### src/rtl/calc_sequencer.sv
// calc_sequencer: control FSM for a stack-based infix calculator datapath.
// Scans the expression ROM, builds numbers, pushes operands/operators and
// runs reductions until '#', leaving the final value on the operand stack.
//
// Ports:
//   clk, rst                 rising-edge clock, async active-high reset
//   start                    begin evaluation, sampled only in IDLE
//   is_operand               current ROM char is a digit
//   is_operator              current ROM char is an operator
//   is_hash                  current ROM char is the '#' terminator
//   is_lt                    incoming operator must reduce the stacked one
//   is_empty                 operator stack empty
//   num0_en/num1_en/num2_en  latch current digit into slot 0/1/2
//   num_clr                  clear digit slots
//   mode                     digit count minus 1 for the converter
//   index_cnt                advance ROM index
//   sel                      operand push source: 0 number, 1 ALU result
//   operand_push/pop         operand stack strobes
//   operator_push/pop        operator stack strobes
//   op1_en/op2_en            latch top operand into ALU operand regs
//   operator_en              latch top operator into ALU
//   result_en                ALU writes its result register
//   busy/done/error          status
module calc_sequencer #(
    parameter int STACK_DEPTH = 8,
    parameter int EXEC_CYCLES = 1,
    parameter int MAX_LEN     = 128
) (
    input  logic       clk,
    input  logic       rst,
    input  logic       start,
    input  logic       is_operand,
    input  logic       is_operator,
    input  logic       is_hash,
    input  logic       is_lt,
    input  logic       is_empty,
    output logic       num0_en,
    output logic       num1_en,
    output logic       num2_en,
    output logic       num_clr,
    output logic [1:0] mode,
    output logic       index_cnt,
    output logic       sel,
    output logic       operand_push,
    output logic       operand_pop,
    output logic       operator_push,
    output logic       operator_pop,
    output logic       op1_en,
    output logic       op2_en,
    output logic       operator_en,
    output logic       result_en,
    output logic       busy,
    output logic       done,
    output logic       error
);

    localparam int OCC_W = $clog2(STACK_DEPTH + 1);
    localparam int CH_W  = $clog2(MAX_LEN + 1);
    localparam int EX_W  = (EXEC_CYCLES > 1) ? $clog2(EXEC_CYCLES) : 1;

    typedef enum logic [3:0] {
        S_IDLE,
        S_SCAN,
        S_DIGIT,
        S_OPR_PUSH,
        S_PUSH_NUM,
        S_RED_OP2,
        S_RED_OP1,
        S_RED_OPR,
        S_EXEC,
        S_PUSH_RES,
        S_DRAIN,
        S_DONE,
        S_ERROR
    } state_t;

    typedef struct packed {
        logic       num0;
        logic       num1;
        logic       num2;
        logic       clr;
        logic [1:0] mode;
        logic       idx;
        logic       sel;
        logic       opd_push;
        logic       opd_pop;
        logic       opr_push;
        logic       opr_pop;
        logic       op1;
        logic       op2;
        logic       opr_en;
        logic       res;
        logic       busy;
        logic       done;
        logic       error;
    } ctl_t;

    state_t           state;
    state_t           nxt;
    logic [1:0]       cnt;
    logic [OCC_W-1:0] opd_occ;
    logic [OCC_W-1:0] opr_occ;
    logic [CH_W-1:0]  char_cnt;
    logic [EX_W-1:0]  ex_cnt;
    logic [EX_W-1:0]  ex_nxt;
    logic             ret_drain;
    ctl_t             ctl;

    logic opd_full;
    logic opr_full;
    logic opd_few;
    logic last_char;
    logic ex_last;

    assign opd_full  = (opd_occ == OCC_W'(STACK_DEPTH));
    assign opr_full  = (opr_occ == OCC_W'(STACK_DEPTH));
    assign opd_few   = (opd_occ < OCC_W'(2));
    assign last_char = (char_cnt == CH_W'(MAX_LEN - 1));
    assign ex_last   = (ex_cnt == EX_W'(EXEC_CYCLES - 1));

    // Strobes for the cycle spent in state s. Outputs are registered
    // from the next state, so they line up with the state itself.
    function automatic ctl_t decode(
        input state_t     s,
        input logic [1:0] c,
        input logic       res_last
    );
        ctl_t d;
        d = '0;
        unique case (s)
            S_DIGIT: begin
                d.num0 = (c == 2'd0);
                d.num1 = (c == 2'd1);
                d.num2 = (c == 2'd2);
                d.idx  = 1'b1;
            end
            S_OPR_PUSH: begin
                d.opr_push = 1'b1;
                d.idx      = 1'b1;
            end
            S_PUSH_NUM: begin
                d.opd_push = 1'b1;
                d.clr      = 1'b1;
                d.mode     = c - 2'd1;
            end
            S_RED_OP2: begin
                d.op2     = 1'b1;
                d.opd_pop = 1'b1;
            end
            S_RED_OP1: begin
                d.op1     = 1'b1;
                d.opd_pop = 1'b1;
            end
            S_RED_OPR: begin
                d.opr_en  = 1'b1;
                d.opr_pop = 1'b1;
            end
            S_EXEC:     d.res = res_last;
            S_PUSH_RES: begin
                d.opd_push = 1'b1;
                d.sel      = 1'b1;
            end
            S_DONE:  d.done  = 1'b1;
            S_ERROR: d.error = 1'b1;
            default: ;
        endcase
        d.busy = !(s inside {S_IDLE, S_DONE, S_ERROR});
        return d;
    endfunction

    always_comb begin
        nxt    = state;
        ex_nxt = '0;
        unique case (state)
            S_IDLE: if (start) nxt = S_SCAN;
            S_SCAN: begin
                unique case (1'b1)
                    is_operand:
                        nxt = (cnt == 2'd3) ? S_ERROR : S_DIGIT;
                    is_operator: begin
                        // A pending number is pushed first; the
                        // operator is re-examined on return.
                        if (cnt != 2'd0)
                            nxt = opd_full ? S_ERROR : S_PUSH_NUM;
                        else if (!is_empty && is_lt)
                            nxt = opd_few ? S_ERROR : S_RED_OP2;
                        else
                            nxt = opr_full ? S_ERROR : S_OPR_PUSH;
                    end
                    is_hash: begin
                        if (cnt != 2'd0)
                            nxt = opd_full ? S_ERROR : S_PUSH_NUM;
                        else
                            nxt = S_DRAIN;
                    end
                    default: nxt = S_ERROR;
                endcase
            end
            S_DIGIT, S_OPR_PUSH:
                nxt = last_char ? S_ERROR : S_SCAN;
            S_PUSH_NUM: nxt = S_SCAN;
            S_RED_OP2:  nxt = S_RED_OP1;
            S_RED_OP1:  nxt = S_RED_OPR;
            S_RED_OPR:  nxt = S_EXEC;
            S_EXEC: begin
                if (ex_last) begin
                    nxt = opd_full ? S_ERROR : S_PUSH_RES;
                end else begin
                    ex_nxt = ex_cnt + EX_W'(1);
                end
            end
            S_PUSH_RES: nxt = ret_drain ? S_DRAIN : S_SCAN;
            S_DRAIN: begin
                if (!is_empty)
                    nxt = opd_few ? S_ERROR : S_RED_OP2;
                else if (opd_occ == OCC_W'(1))
                    nxt = S_DONE;
                else
                    nxt = S_ERROR;
            end
            S_DONE:  nxt = S_DONE;
            S_ERROR: nxt = S_ERROR;
            default: nxt = S_IDLE;
        endcase
    end

    always_ff @(posedge clk or posedge rst) begin
        if (rst) begin
            state     <= S_IDLE;
            cnt       <= 2'd0;
            opd_occ   <= '0;
            opr_occ   <= '0;
            char_cnt  <= '0;
            ex_cnt    <= '0;
            ret_drain <= 1'b0;
            ctl       <= '0;
        end else begin
            state  <= nxt;
            ex_cnt <= ex_nxt;
            ctl    <= decode(nxt, cnt,
                             ex_nxt == EX_W'(EXEC_CYCLES - 1));
            // Counters track the strobes issued in the current state.
            unique case (state)
                S_SCAN:  ret_drain <= 1'b0;
                S_DRAIN: ret_drain <= 1'b1;
                S_DIGIT: begin
                    cnt      <= cnt + 2'd1;
                    char_cnt <= char_cnt + CH_W'(1);
                end
                S_OPR_PUSH: begin
                    opr_occ  <= opr_occ + OCC_W'(1);
                    char_cnt <= char_cnt + CH_W'(1);
                end
                S_PUSH_NUM: begin
                    cnt     <= 2'd0;
                    opd_occ <= opd_occ + OCC_W'(1);
                end
                S_RED_OP2, S_RED_OP1:
                    opd_occ <= opd_occ - OCC_W'(1);
                S_RED_OPR:
                    opr_occ <= opr_occ - OCC_W'(1);
                S_PUSH_RES:
                    opd_occ <= opd_occ + OCC_W'(1);
                default: ;
            endcase
        end
    end

    assign num0_en       = ctl.num0;
    assign num1_en       = ctl.num1;
    assign num2_en       = ctl.num2;
    assign num_clr       = ctl.clr;
    assign mode          = ctl.mode;
    assign index_cnt     = ctl.idx;
    assign sel           = ctl.sel;
    assign operand_push  = ctl.opd_push;
    assign operand_pop   = ctl.opd_pop;
    assign operator_push = ctl.opr_push;
    assign operator_pop  = ctl.opr_pop;
    assign op1_en        = ctl.op1;
    assign op2_en        = ctl.op2;
    assign operator_en   = ctl.opr_en;
    assign result_en     = ctl.res;
    assign busy          = ctl.busy;
    assign done          = ctl.done;
    assign error         = ctl.error;

endmodule

### config.mk
export PLATFORM = sky130hd
export DESIGN_NAME = calc_sequencer
export DESIGN_NICKNAME = d
export VERILOG_FILES = /design/src/rtl/calc_sequencer.sv
export SDC_FILE = /design/constraint.sdc
export NUM_CORES = 1
export LEC_CHECK = 0
export BUFFER_PORTS_ARGS = -buffer_cell sky130_fd_sc_hd__buf_4
export CAP_MARGIN = 20
export CORE_UTILIZATION = 50
export DETAILED_ROUTE_END_ITERATION = 12
export PLACE_DENSITY = 0.72
export SLEW_MARGIN = 0
export SYNTH_ARGS = -nofsm -noshare
export SYNTH_HDL_FRONTEND = slang
export SYNTH_SLANG_ARGS = --single-unit
### constraint.sdc
create_clock -name clk -period 2.6 [get_ports clk]
set_clock_uncertainty 0.1 [all_clocks]
set_input_delay 0.13 -clock clk [delete_from_list [all_inputs] [get_ports clk]]
set_output_delay 0.13 -clock clk [all_outputs]
set_load 0.03 [all_outputs]
==> flow_summary.toml <==
[die]
coreArea_um2 = 4120
die_y_um = 68.3
die_area_um2 = 4660
start_util_pct = 53.4
die_width_um = 68.3
ios = 27
num_rows = 23

[route]
drc = 0
drt-total-wl_um = 4370
antenna_left = 0
vias = 1700
initialDrtViolationCount = 64
drt-vias-per-instance = 5.59
wl_per_cell_um = 14.4
drt-pass1-iter-count = 4

[critical_path]
timing.rr.end = "busy"
cp.required_ns = 2.66
slowest_stage = "or4_4"
cp_slowest_stage_delay_ns = 0.62
reg2regPathDepth = 8
critPathKind = "register to register"
r2r-start = "opd_occ[1]"
path_cells = "inv_1, ha_1, and3b_1, a31oi_1, o22ai_1, or4_4, nor4_4, nor3_1"
ff2ff_setup_slack_ns = 0.14
cp_data_arrival_time_ns = 2.52
cp_max_fo = 11
crit_path_end_kind = "register"
start_kind = "register"

[sta]
hold_viol_final = 0
worst_pin_slew_ns = 0.550
timing.fmax_ghz = 0.406
setup_viol = 0
rsz0062_at_grt = "false"
finalMaxSlewViolations = 0
min_period_over_period_pct = 94.7
maxSlewHeadroom_pct = 63.4
finalSetupTns_ns = 0
final.min_clock_period_ns = 2.46

[cts]
cts_max_level = 2
clk-insertion-delay-late_ns = 0.29
cts_tree = "done"
path_clk_slew_ns = 0.08
cts_sinks = 41
clockBufferDepth = 2
root_buffer = "clkbuf_8"
numCtsBuffers = 5

[min_path]
hp-start = "is_operand"
hp-class = "primary input to register"
min_delay_path_depth = 4
hold_end = "state[2]"

[run_status]
outcome = "complete, no violations"

[logic_synthesis]
synth_cell_types = 50
netlist_area_um2 = 2200
synth_top_area_share_pct = 46.7
ys_warn_count = 0
postSynthCellCount = 212
yosysSeqAreaShare_pct = 46.7
syn-num-nets = 232
synthTopCellsByCount = "dfrtp_1 (41), nor2_1 (19), nand2_1 (16)"
synthTopCellsByArea = "dfrtp_1 (47%), ha_1 (6.3%), xnor2_1 (3.6%)"
ys_ff_latch = 41
synth_edf_count = 0
synth_most_common_cell = "dfrtp_1"
synth_flop_cell = "dfrtp_1"
asyncSetResetFlopFracSynth_pct = 100
syn_area_per_cell_um2 = 10.4
yosysTopAreaCell = "dfrtp_1"

[cells_and_area]
fill_cells = 323
area_delta_synth_final_pct = 21.0
finalNonFillerCells = 304
nNetsFinal = 273
drive_above_1_share_pct = 23.6
num_antenna_cells = 0

[run]
cap_violations = 0

[global_route]
grt_pass1_vias = 1572
antenna_found_initial = 0
grt_max_degree = 42
grt.overflow.total = 0
grt_pass1_wl_um = 7160
grt_use_total_pct = 21.3

[pwr]
vdd_drop_max_v = 0.000609
leakagePower_nw = 1.29
cellPowerDensity_nw_per_um2 = 1280

[place]
dpl.hpwl_um = 3120
io_buffers = 26
dp.cells = 294
globalplace.congestion = 0.866
## kinds of logic (layout without fill, tap and decap cells)
group | Yosys count | count (layout) | share of synthesized area, %
muxes | 4 | 4 | 1.94
and+or+nand+nor | 82 | 82 | 22.6
adders and majority gates | 12 | 12 | 7.18
DFF | 41 | 41 | 46.7
xor gates and xnor gates | 15 | 15 | 5.98
AOI/OAI and AO/OA | 35 | 35 | 10.4
buffers and inverters | 23 | 65 | 5.13
## flip-flops by register name, indices dropped and copies added, names as in the netlist, 2 cells and up
register	flops
char_cnt	8
opd_occ	4
opr_occ	4
state	4
cnt	2
mode	2
## metal layers
layer,vias up,global-route usage [%],share of wire [%]
met5,-,0,0
met2,42,31.9,46
met3,8,5.67,4.0
met4,0,9.64,1.8
met1,828,28.5,48
li1,822,-,-
## cell type report
class                   instances  area (um^2)  share of cell area, %
clock inverters                 1         30.0                   1.13
clock buffers                   7         86.3                   3.25
multi-input cells             148         1080                   40.7
repair buffers                 41          310                   11.7
inverters                      16         60.1                   2.26
flip-flops and latches         41         1030                   38.6
well taps                      50         62.6                   2.35
## worst max-delay path by stage
| stage | startpoint | end | slack, ns |
|---|---|---|---|
| after floorplan | opd_occ[0] | busy | 0.19 |
| after global placement | cnt[0] | busy | 0.15 |
| after detailed placement | opd_occ[1] | busy | 0.11 |
| after CTS | cnt[0] | busy | 0.09 |
| after global routing | state[2] | busy | 0.008 |
| final | opd_occ[1] | busy | 0.14 |
## timing repair
action                                  in CTS  in global routing
hold endpoints to repair                    41                  0
gates resized for setup                      0                  4
buffers inserted                             0                  1
hold buffers                                 1                  0
endpoints found under the setup margin       0                  1
## report_power, final
group | total (mW) | switching [mW] | leakage, nW | internal, mW
logic | 1.76 | 0.982 | 0.700 | 0.780
clock network | 0.526 | 0.213 | 0.0585 | 0.313
registers | 1.11 | 0.241 | 0.533 | 0.873
## cells in the final DEF (no fill, tap or decap), drive strengths merged, types with 2 or more instances in the layout
master	n
dfrtp	41
buf	40
nor2	19
nand2	16
inv	16
ha	11
nor3	10
xnor2	9
a21oi	9
o21ai	9
clkbuf	7
xor2	6
nor2b	5
nor4b	5
nand4	4
and3	4
and3b	3
and2	3
nand2b	3
or3	3
mux2i	2
mux2	2
a221oi	2
nor4	2
a22oi	2
## worst max-delay path, delay by kind of cell, from the launching register on
family	cells	cell delay (ns)
simple gates	4	1.27
fa+ha+maj	1	0.18
compound gates	2	0.28
flops	1	0.40
buf+inv	1	0.10
## per-stage QoR
step / power [mW] / area, um^2 / hold slack, ns / util (%) / worst slack (ns)
after detailed placement: 2.81 / 2500 / 0.196 / 60.7 / 0.111
final: 3.40 / 2660 / 0.267 / 64.6 / 0.138
after floorplan: 2.29 / 2200 / 0.260 / - / 0.193
after global placement: 2.78 / 2500 / 0.190 / 60.7 / 0.146
after CTS: 3.35 / 2630 / 0.250 / 63.8 / 0.0872
after global routing: 3.67 / 2660 / 0.302 / 64.6 / 0.00818
Note: power is estimated with default switching activity, not from simulation.
